**config.mk**
```make
export PLATFORM = sky130hd
export DESIGN_NAME = flit_deserializer
export DESIGN_NICKNAME = d
export VERILOG_FILES = /design/src/rtl/flit_deserializer_pkg.sv /design/src/rtl/flit_deserializer_hold.sv /design/src/rtl/flit_deserializer.sv
export SDC_FILE = /design/constraint.sdc
export NUM_CORES = 1
export LEC_CHECK = 0
export CAP_MARGIN = 20
export CORE_ASPECT_RATIO = 0.7
export CORE_MARGIN = 2
export CORE_UTILIZATION = 46
export DETAILED_ROUTE_END_ITERATION = 12
export PLACE_DENSITY = 0.67
export SYNTH_ARGS = -nofsm -noshare
export SYNTH_HDL_FRONTEND = slang
export SYNTH_SLANG_ARGS = --single-unit
```
**constraint.sdc**
```tcl
create_clock -name clk -period 11.6 [get_ports clk]
set_clock_uncertainty 0.15 [all_clocks]
set_input_delay 1.74 -clock clk [delete_from_list [all_inputs] [get_ports clk]]
set_output_delay 1.74 -clock clk [all_outputs]
set_load 0.02 [all_outputs]
```
**src/rtl/flit_deserializer_pkg.sv**
```systemverilog
// Shared flit, UART and status types plus the checksum helpers used by the
// serializer and the deserializer.
package flit_deserializer_pkg;

    localparam int unsigned FLIT_WIDTH = 128;
    localparam int unsigned FLIT_BYTES = FLIT_WIDTH / 8;

    typedef logic [FLIT_WIDTH-1:0] flit_t;
    typedef logic [7:0]            uart_data_t;
    typedef logic [15:0]           checksum_t;

    typedef enum logic [31:0] {
        NO_ERROR           = 32'd0,
        RX_BUFFER_OVERFLOW = 32'd1
    } signal_t;

    typedef enum logic [1:0] {
        StIdle,
        StCollect,
        StCheck
    } deser_state_t;

    // One ones'-complement addition step with end-around carry.
    function automatic checksum_t checksum_add(checksum_t acc, logic [15:0] word);
        logic [16:0] sum;
        sum = {1'b0, acc} + {1'b0, word};
        // Max sum is 17'h1FFFE, so folding the carry back in cannot carry again.
        return sum[15:0] + {15'd0, sum[16]};
    endfunction

    // Inverted ones'-complement sum over the seven header/data words.
    function automatic checksum_t checksum_calc(logic [111:0] data);
        checksum_t acc;
        acc = '0;
        for (int i = 0; i < 7; i++) begin
            acc = checksum_add(acc, data[111 - 16 * i -: 16]);
        end
        return ~acc;
    endfunction

endpackage

```
**src/rtl/flit_deserializer_hold.sv**
```systemverilog
// Single-entry valid/ready holding register. A commit loads when the entry is
// free or being drained this cycle; otherwise the new flit is dropped.
module flit_hold_reg
    import flit_deserializer_pkg::*;
(
    input  logic  clk,
    input  logic  rst_n,
    input  logic  commit,
    input  flit_t commit_data,
    input  logic  ready,
    output flit_t data,
    output logic  valid,
    output logic  load,
    output logic  drop
);

    flit_t data_q;
    logic  valid_q;
    logic  valid_d;

    assign load  = commit && (!valid_q || ready);
    assign drop  = commit && valid_q && !ready;
    assign data  = data_q;
    assign valid = valid_q;

    // Occupancy: a load wins over a same-cycle drain.
    always_comb begin
        valid_d = valid_q;
        if (load) begin
            valid_d = 1'b1;
        end else if (valid_q && ready) begin
            valid_d = 1'b0;
        end
    end

    // Entry storage; data only changes on a load so it is stable while held.
    always_ff @(posedge clk or negedge rst_n) begin
        if (!rst_n) begin
            valid_q <= 1'b0;
            data_q  <= '0;
        end else begin
            valid_q <= valid_d;
            if (load) begin
                data_q <= commit_data;
            end
        end
    end

endmodule

```
**src/rtl/flit_deserializer.sv**
```systemverilog
// Rebuilds 128-bit flits from the UART byte stream (MSB first), verifies the
// trailing 16-bit checksum and hands good flits to a one-entry holding register.
module flit_deserializer
    import flit_deserializer_pkg::*;
#(
    parameter int unsigned TIMEOUT_CYCLES = 1024,
    parameter int unsigned CNT_WIDTH      = 16
) (
    input  logic                 clk,
    input  logic                 rst_n,
    input  uart_data_t           rx_data,
    input  logic                 rx_valid,
    output flit_t                flit_out,
    output logic                 flit_valid,
    input  logic                 flit_ready,
    output logic                 checksum_err,
    output logic                 timeout_err,
    output signal_t              status,
    output logic [CNT_WIDTH-1:0] good_cnt,
    output logic [CNT_WIDTH-1:0] bad_cnt
);

    localparam int unsigned TmoWidth = $clog2(TIMEOUT_CYCLES);
    localparam logic [TmoWidth-1:0]  TmoLast = TmoWidth'(TIMEOUT_CYCLES - 1);
    localparam logic [TmoWidth-1:0]  TmoOne  = 1;
    localparam logic [CNT_WIDTH-1:0] CntOne  = 1;
    localparam logic [3:0]           IdxLast = 4'(FLIT_BYTES - 1);

    deser_state_t         state_q, state_d;
    logic [3:0]           idx_q;
    flit_t                shreg_q;
    checksum_t            acc_q;
    uart_data_t           prev_q;
    logic [TmoWidth-1:0]  tcnt_q;
    logic [6:0]           byte_lsb;
    logic                 cs_pass, cs_fail, tmo;
    logic                 hold_load, hold_drop;
    logic                 checksum_err_q, timeout_err_q;
    signal_t              status_q;
    logic [CNT_WIDTH-1:0] good_cnt_q, bad_cnt_q;

    assign byte_lsb = 7'd120 - {idx_q, 3'b000};

    // Next state plus the one-cycle check and timeout decisions.
    always_comb begin
        state_d = state_q;
        cs_pass = 1'b0;
        cs_fail = 1'b0;
        tmo     = 1'b0;
        unique case (state_q)
            StIdle: begin
                if (rx_valid) state_d = StCollect;
            end
            StCollect: begin
                if (rx_valid) begin
                    if (idx_q == IdxLast) state_d = StCheck;
                end else if (tcnt_q == TmoLast) begin
                    tmo     = 1'b1;
                    state_d = StIdle;
                end
            end
            StCheck: begin
                if (~acc_q == shreg_q[15:0]) cs_pass = 1'b1;
                else                         cs_fail = 1'b1;
                // A byte strobed here is byte 0 of the next flit.
                state_d = rx_valid ? StCollect : StIdle;
            end
            default: state_d = StIdle;
        endcase
    end

    // State register.
    always_ff @(posedge clk or negedge rst_n) begin
        if (!rst_n) state_q <= StIdle;
        else        state_q <= state_d;
    end

    // Byte capture, incremental checksum and idle timer; never stalls rx_valid.
    always_ff @(posedge clk or negedge rst_n) begin
        if (!rst_n) begin
            idx_q   <= '0;
            shreg_q <= '0;
            acc_q   <= '0;
            prev_q  <= '0;
            tcnt_q  <= '0;
        end else begin
            if (rx_valid) begin
                prev_q <= rx_data;
                if (state_q == StCollect) begin
                    shreg_q[byte_lsb +: 8] <= rx_data;
                    idx_q                  <= idx_q + 4'd1;
                    // Odd index completes a word; bytes 14/15 are the checksum field.
                    if (idx_q[0] && idx_q != IdxLast) begin
                        acc_q <= checksum_add(acc_q, {prev_q, rx_data});
                    end
                end else begin
                    shreg_q[127:120] <= rx_data;
                    idx_q            <= 4'd1;
                    acc_q            <= '0;
                end
            end
            if (state_q == StCollect && !rx_valid && tcnt_q != TmoLast) begin
                tcnt_q <= tcnt_q + TmoOne;
            end else begin
                tcnt_q <= '0;
            end
        end
    end

    flit_hold_reg u_hold (
        .clk         (clk),
        .rst_n       (rst_n),
        .commit      (cs_pass),
        .commit_data (shreg_q),
        .ready       (flit_ready),
        .data        (flit_out),
        .valid       (flit_valid),
        .load        (hold_load),
        .drop        (hold_drop)
    );

    // Error pulses, status code and saturating statistics.
    always_ff @(posedge clk or negedge rst_n) begin
        if (!rst_n) begin
            checksum_err_q <= 1'b0;
            timeout_err_q  <= 1'b0;
            status_q       <= NO_ERROR;
            good_cnt_q     <= '0;
            bad_cnt_q      <= '0;
        end else begin
            checksum_err_q <= cs_fail;
            timeout_err_q  <= tmo;
            status_q       <= hold_drop ? RX_BUFFER_OVERFLOW : NO_ERROR;
            if (hold_load && good_cnt_q != '1) begin
                good_cnt_q <= good_cnt_q + CntOne;
            end
            // Drop causes are mutually exclusive within a cycle.
            if ((cs_fail || tmo || hold_drop) && bad_cnt_q != '1) begin
                bad_cnt_q <= bad_cnt_q + CntOne;
            end
        end
    end

    assign checksum_err = checksum_err_q;
    assign timeout_err  = timeout_err_q;
    assign status       = status_q;
    assign good_cnt     = good_cnt_q;
    assign bad_cnt      = bad_cnt_q;

endmodule
```
==> flow_metrics.env <==
export IMPL_result_of_the_run="finished, final reports clean"
export IMPL_seq_area_frac_synth_pct=56.84
export IMPL_total_leakage_power_nw=8.224
export IMPL_slowest_delay_ns=1.02
export IMPL_dominant_combinational_cell_family_by_area_after_synthesis="multiplexers"
export IMPL_drt_wl_total_um=35640
export IMPL_power_density_mw_per_mm2=180.4
export IMPL_drt_iter0_drc=779
export IMPL_die_area_mm2=0.03324
export IMPL_cts_post_setup_buffers_inserted=0
export IMPL_synth_mux_area_fraction_pct=16.72
export IMPL_dp_hpwl_um=24350
export IMPL_cts_resized_gates=0
export IMPL_cts_hold_buffers=0
export IMPL_critical_path_cell_chain="clkdlybuf4s50_1 > ha_1 > inv_1 > fa_1 > nand2b_1 > a21oi_2 > o2111ai_2 > nand2_2 > a31oi_2 > nor2b_1 > o21ai_0 > nand2b_1 > ha_1 > nor2b_1 > and2_1 > nand3_1 > nor4_4 > nand4_2 > or3_4 > xor2_1 > a22o_1"
export IMPL_initial_utilization_pct=46.82
export IMPL_post_placement_cell_count=1711
export IMPL_grt_first_pass_wirelength_um=56280
export IMPL_drt_drc_violations_left=0
export IMPL_setup_violations_final=0
export IMPL_die_x_um=217.0
export IMPL_synthArstFlopShare_pct=100.0
export IMPL_groute_layer_met2_usage_pct=30.66
export IMPL_yosys_area_share_simple_pct=10.07
export IMPL_avgViaCountPerCell=5.356
export IMPL_detail_route_wl_per_cell_um=20.14
export IMPL_timing_hold_worst_path_depth=2
export IMPL_max_clock_freq_mhz=151.7
export IMPL_synth_warning_count=0
export IMPL_synthesized_area_fraction_occupied_by_adder_cells_pct=2.192
export IMPL_report_final_hold_viol_count=0
export IMPL_maximum_number_of_pins_on_one_net_before_global_route_repair=178
export IMPL_io_buffers=175
export IMPL_netlist_cell_type_count=72
export IMPL_rows=54
export IMPL_synth_to_final_area_change_pct=21.26
export IMPL_dp_worst_setup_slack_ns=4.466
export IMPL_post_route_period_util_pct=56.84
export IMPL_drive_above_1_share_pct=23.50
export IMPL_critPathLaunchType="input pin"
export IMPL_ioPinCount=207
export IMPL_floorplan_die_height_um=153.1
export IMPL_globalRouteMet1Util_pct=34.82
export IMPL_multiInputGateArea_mm2=0.005927
export IMPL_clk_latency_ns=0.58
export IMPL_final_instance_count_excl_fill=1769
export IMPL_grt_most_used_layer="met1"
export IMPL_post_synthesis_compound_gate_area_fraction_pct=6.378
export IMPL_synth_enable_flop_cells=0
export IMPL_crit_slowest_cell="clkdlybuf4s50_1"
export IMPL_slew_headroom_pct=28.45
export IMPL_seqCellArea_mm2=0.008308
export IMPL_synthesis_area_mm2=0.01462
export IMPL_max_cap_viol_count=0
export IMPL_grt_total_usage_pct=21.74
export IMPL_cts_made_buffers=31
export IMPL_groute_layer_met3_usage_pct=4.159
export IMPL_insertedDiodeCount=0
export IMPL_post_route_worst_setup_slack_ns=5.007
export IMPL_final_area_mm2=0.01772
export IMPL_grt_pass1_vias=9448
export IMPL_synth_ff_type="dfrtp_1"
export IMPL_dr_total_vias=9475
export IMPL_holdCritPathClass="register to register"
export IMPL_tritoncts="yes"
export IMPL_crit_arrival_ns=6.91
export IMPL_peakVddDrop_uv=103.9
export IMPL_routabilityCongestion=0.8639
export IMPL_maximum_count_of_clock_buffers_along_a_single_path=3
export IMPL_rsz_0062_raised_after_global_routing="no"
export IMPL_grt_overflow_total=0
export IMPL_antenna_violations_before_repair=0
export IMPL_fillCellCount=2663
export IMPL_crit_required_ns=11.92
export IMPL_fin_setup_tns_ns=0
export IMPL_cts_root_buffer="clkbuf_16"
export IMPL_worstSetupPathType="input pin to register"
export IMPL_crit_fanout=14
export IMPL_worst_r2r_path_depth=20
export IMPL_htree_levels=1
export IMPL_drt_pre_antenna_iters=7
export IMPL_cts_clk_slew_worst_paths_ns=0.07
export IMPL_worst_pin_slew_ns=1.065
export IMPL_critical_path_capture_point_type="register"
export IMPL_syn_mean_instance_area_um2=12.66
export IMPL_synth_seq_cells=332
export IMPL_drtAntennaViolNets=0
export IMPL_dpl_cell_area_mm2=0.01665
export IMPL_placeable_area_mm2=0.03121
export IMPL_clkSinkCount=332
export IMPL_synthXorXnorAreaFrac_pct=4.366
export IMPL_slew_violations=0
export IMPL_finalWorstPathRequiredPeriod_ns=6.593
export IMPL_netlist_instances=1154
export IMPL_num_nets_final=1362
-- layout make-up --
type / count / area share, %
Timing Repair Buffer: 185 / 10.41
Inverter: 13 / 0.2753
Clock inverter: 17 / 1.073
Multi-Input combinational cell: 762 / 33.44
Tap cell: 420 / 2.965
Clock buffer: 40 / 4.963
Sequential cell: 332 / 46.88
-- metrics by stage --
step	hold WS [ns]	power, mW	utilization, %
2_1_floorplan	0.2929	1.943	-
3_3_place_gp	0.3090	2.134	53.33
3_5_place_dp	0.3158	2.139	53.33
4_1_cts	0.3306	3.209	56.75
5_1_grt	0.3519	3.353	56.78
6_report	0.3241	3.197	56.78
-- synthesized netlist by cell type (all sizes together), types with 5 or more instances --
library cell	count	area [um^2]
or3	6	42.54
and3	16	101.4
clkbuf	25	93.84
nand3	24	120.1
nand4	20	161.4
dfrtp	332	8308
a21oi	16	87.59
a22o	19	166.4
nand2	112	422.9
nor2	49	186.4
a21o	7	55.06
o211ai	6	45.04
nand2b	9	56.30
o31ai	5	37.54
xor2	41	359.1
buf	52	355.3
o21ai	49	245.2
inv	13	48.80
nor4	8	102.6
nor2b	10	62.56
mux2	217	2444
and2	5	33.78
nor3	16	106.4
xnor2	31	279.0
ha	24	300.3
-- flip-flops by register name (all words and copies together) (netlist names) --
register	count
u_hold.data	128
timeout_err	1
idx_q	4
checksum_err	1
tcnt_q	10
bad_cnt	16
u_hold.valid	1
acc_q	16
state_q	2
good_cnt	16
status	1
shreg_q	128
prev_q	8
-- final timing paths --
path,from,end,slack [ns]
setup / recovery,rx_data[0],acc_q[12],5.01
hold / removal,shreg_q[60],shreg_q[60],0.32
max in group asynchronous,rst_n,u_hold.data[101],8.86
hold reg to reg,shreg_q[60],shreg_q[60],0.32
setup reg to reg,acc_q[0],acc_q[12],6.87
min in group asynchronous,rst_n,u_hold.valid,1.03
-- worst max-delay path, delay by kind of cell --
family	cells	cell delay, ns
xor+xnor	1	0.16
buf+inv	2	1.08
simple gates	10	2.09
fa+ha+maj	3	0.87
compound gates	5	0.94
-- kinds of logic (layout without fill, tap and decap cells) --
logic type | after synthesis | in the layout
DFF | 332 | 332
and+or+nand+nor | 285 | 285
muxes | 217 | 217
AOI/OAI and AO/OA | 132 | 132
buffers and inverters | 90 | 255
xor gates and xnor gates | 72 | 72
adders and majority gates | 25 | 25
other | 1 | 31
-- report_power, final --
group          total, mW  switching, mW  internal (mW)
sequential          1.43          0.118           1.31
clock               1.06          0.457          0.604
combinational      0.708          0.412          0.296
total               3.20          0.987           2.21
-- per-layer routing --
metal | vias to the layer above | share of wire (%)
met5 | - | 0
met4 | 0 | 1.6
met3 | 38 | 6.1
met2 | 287 | 42
met1 | 4802 | 51
li1 | 4348 | -
-- cells in the final DEF, fill, tap and decap left out, types with 10 or more instances in the layout --
| cell | count |
|---|---|
| nor2_1 | 48 |
| xnor2_1 | 30 |
| dfrtp_1 | 332 |
| nor2b_1 | 10 |
| clkdlybuf4s50_1 | 174 |
| a21oi_1 | 14 |
| xor2_1 | 41 |
| mux2_2 | 217 |
| conb_1 | 31 |
| nand4_1 | 17 |
| inv_1 | 13 |
| nor3_1 | 12 |
| nand2_1 | 111 |
| ha_1 | 24 |
| o21ai_0 | 46 |
| and3_1 | 14 |
| nand3_1 | 24 |
| clkbuf_16 | 31 |
| a22o_1 | 19 |
(Power assumes the default switching activity.)
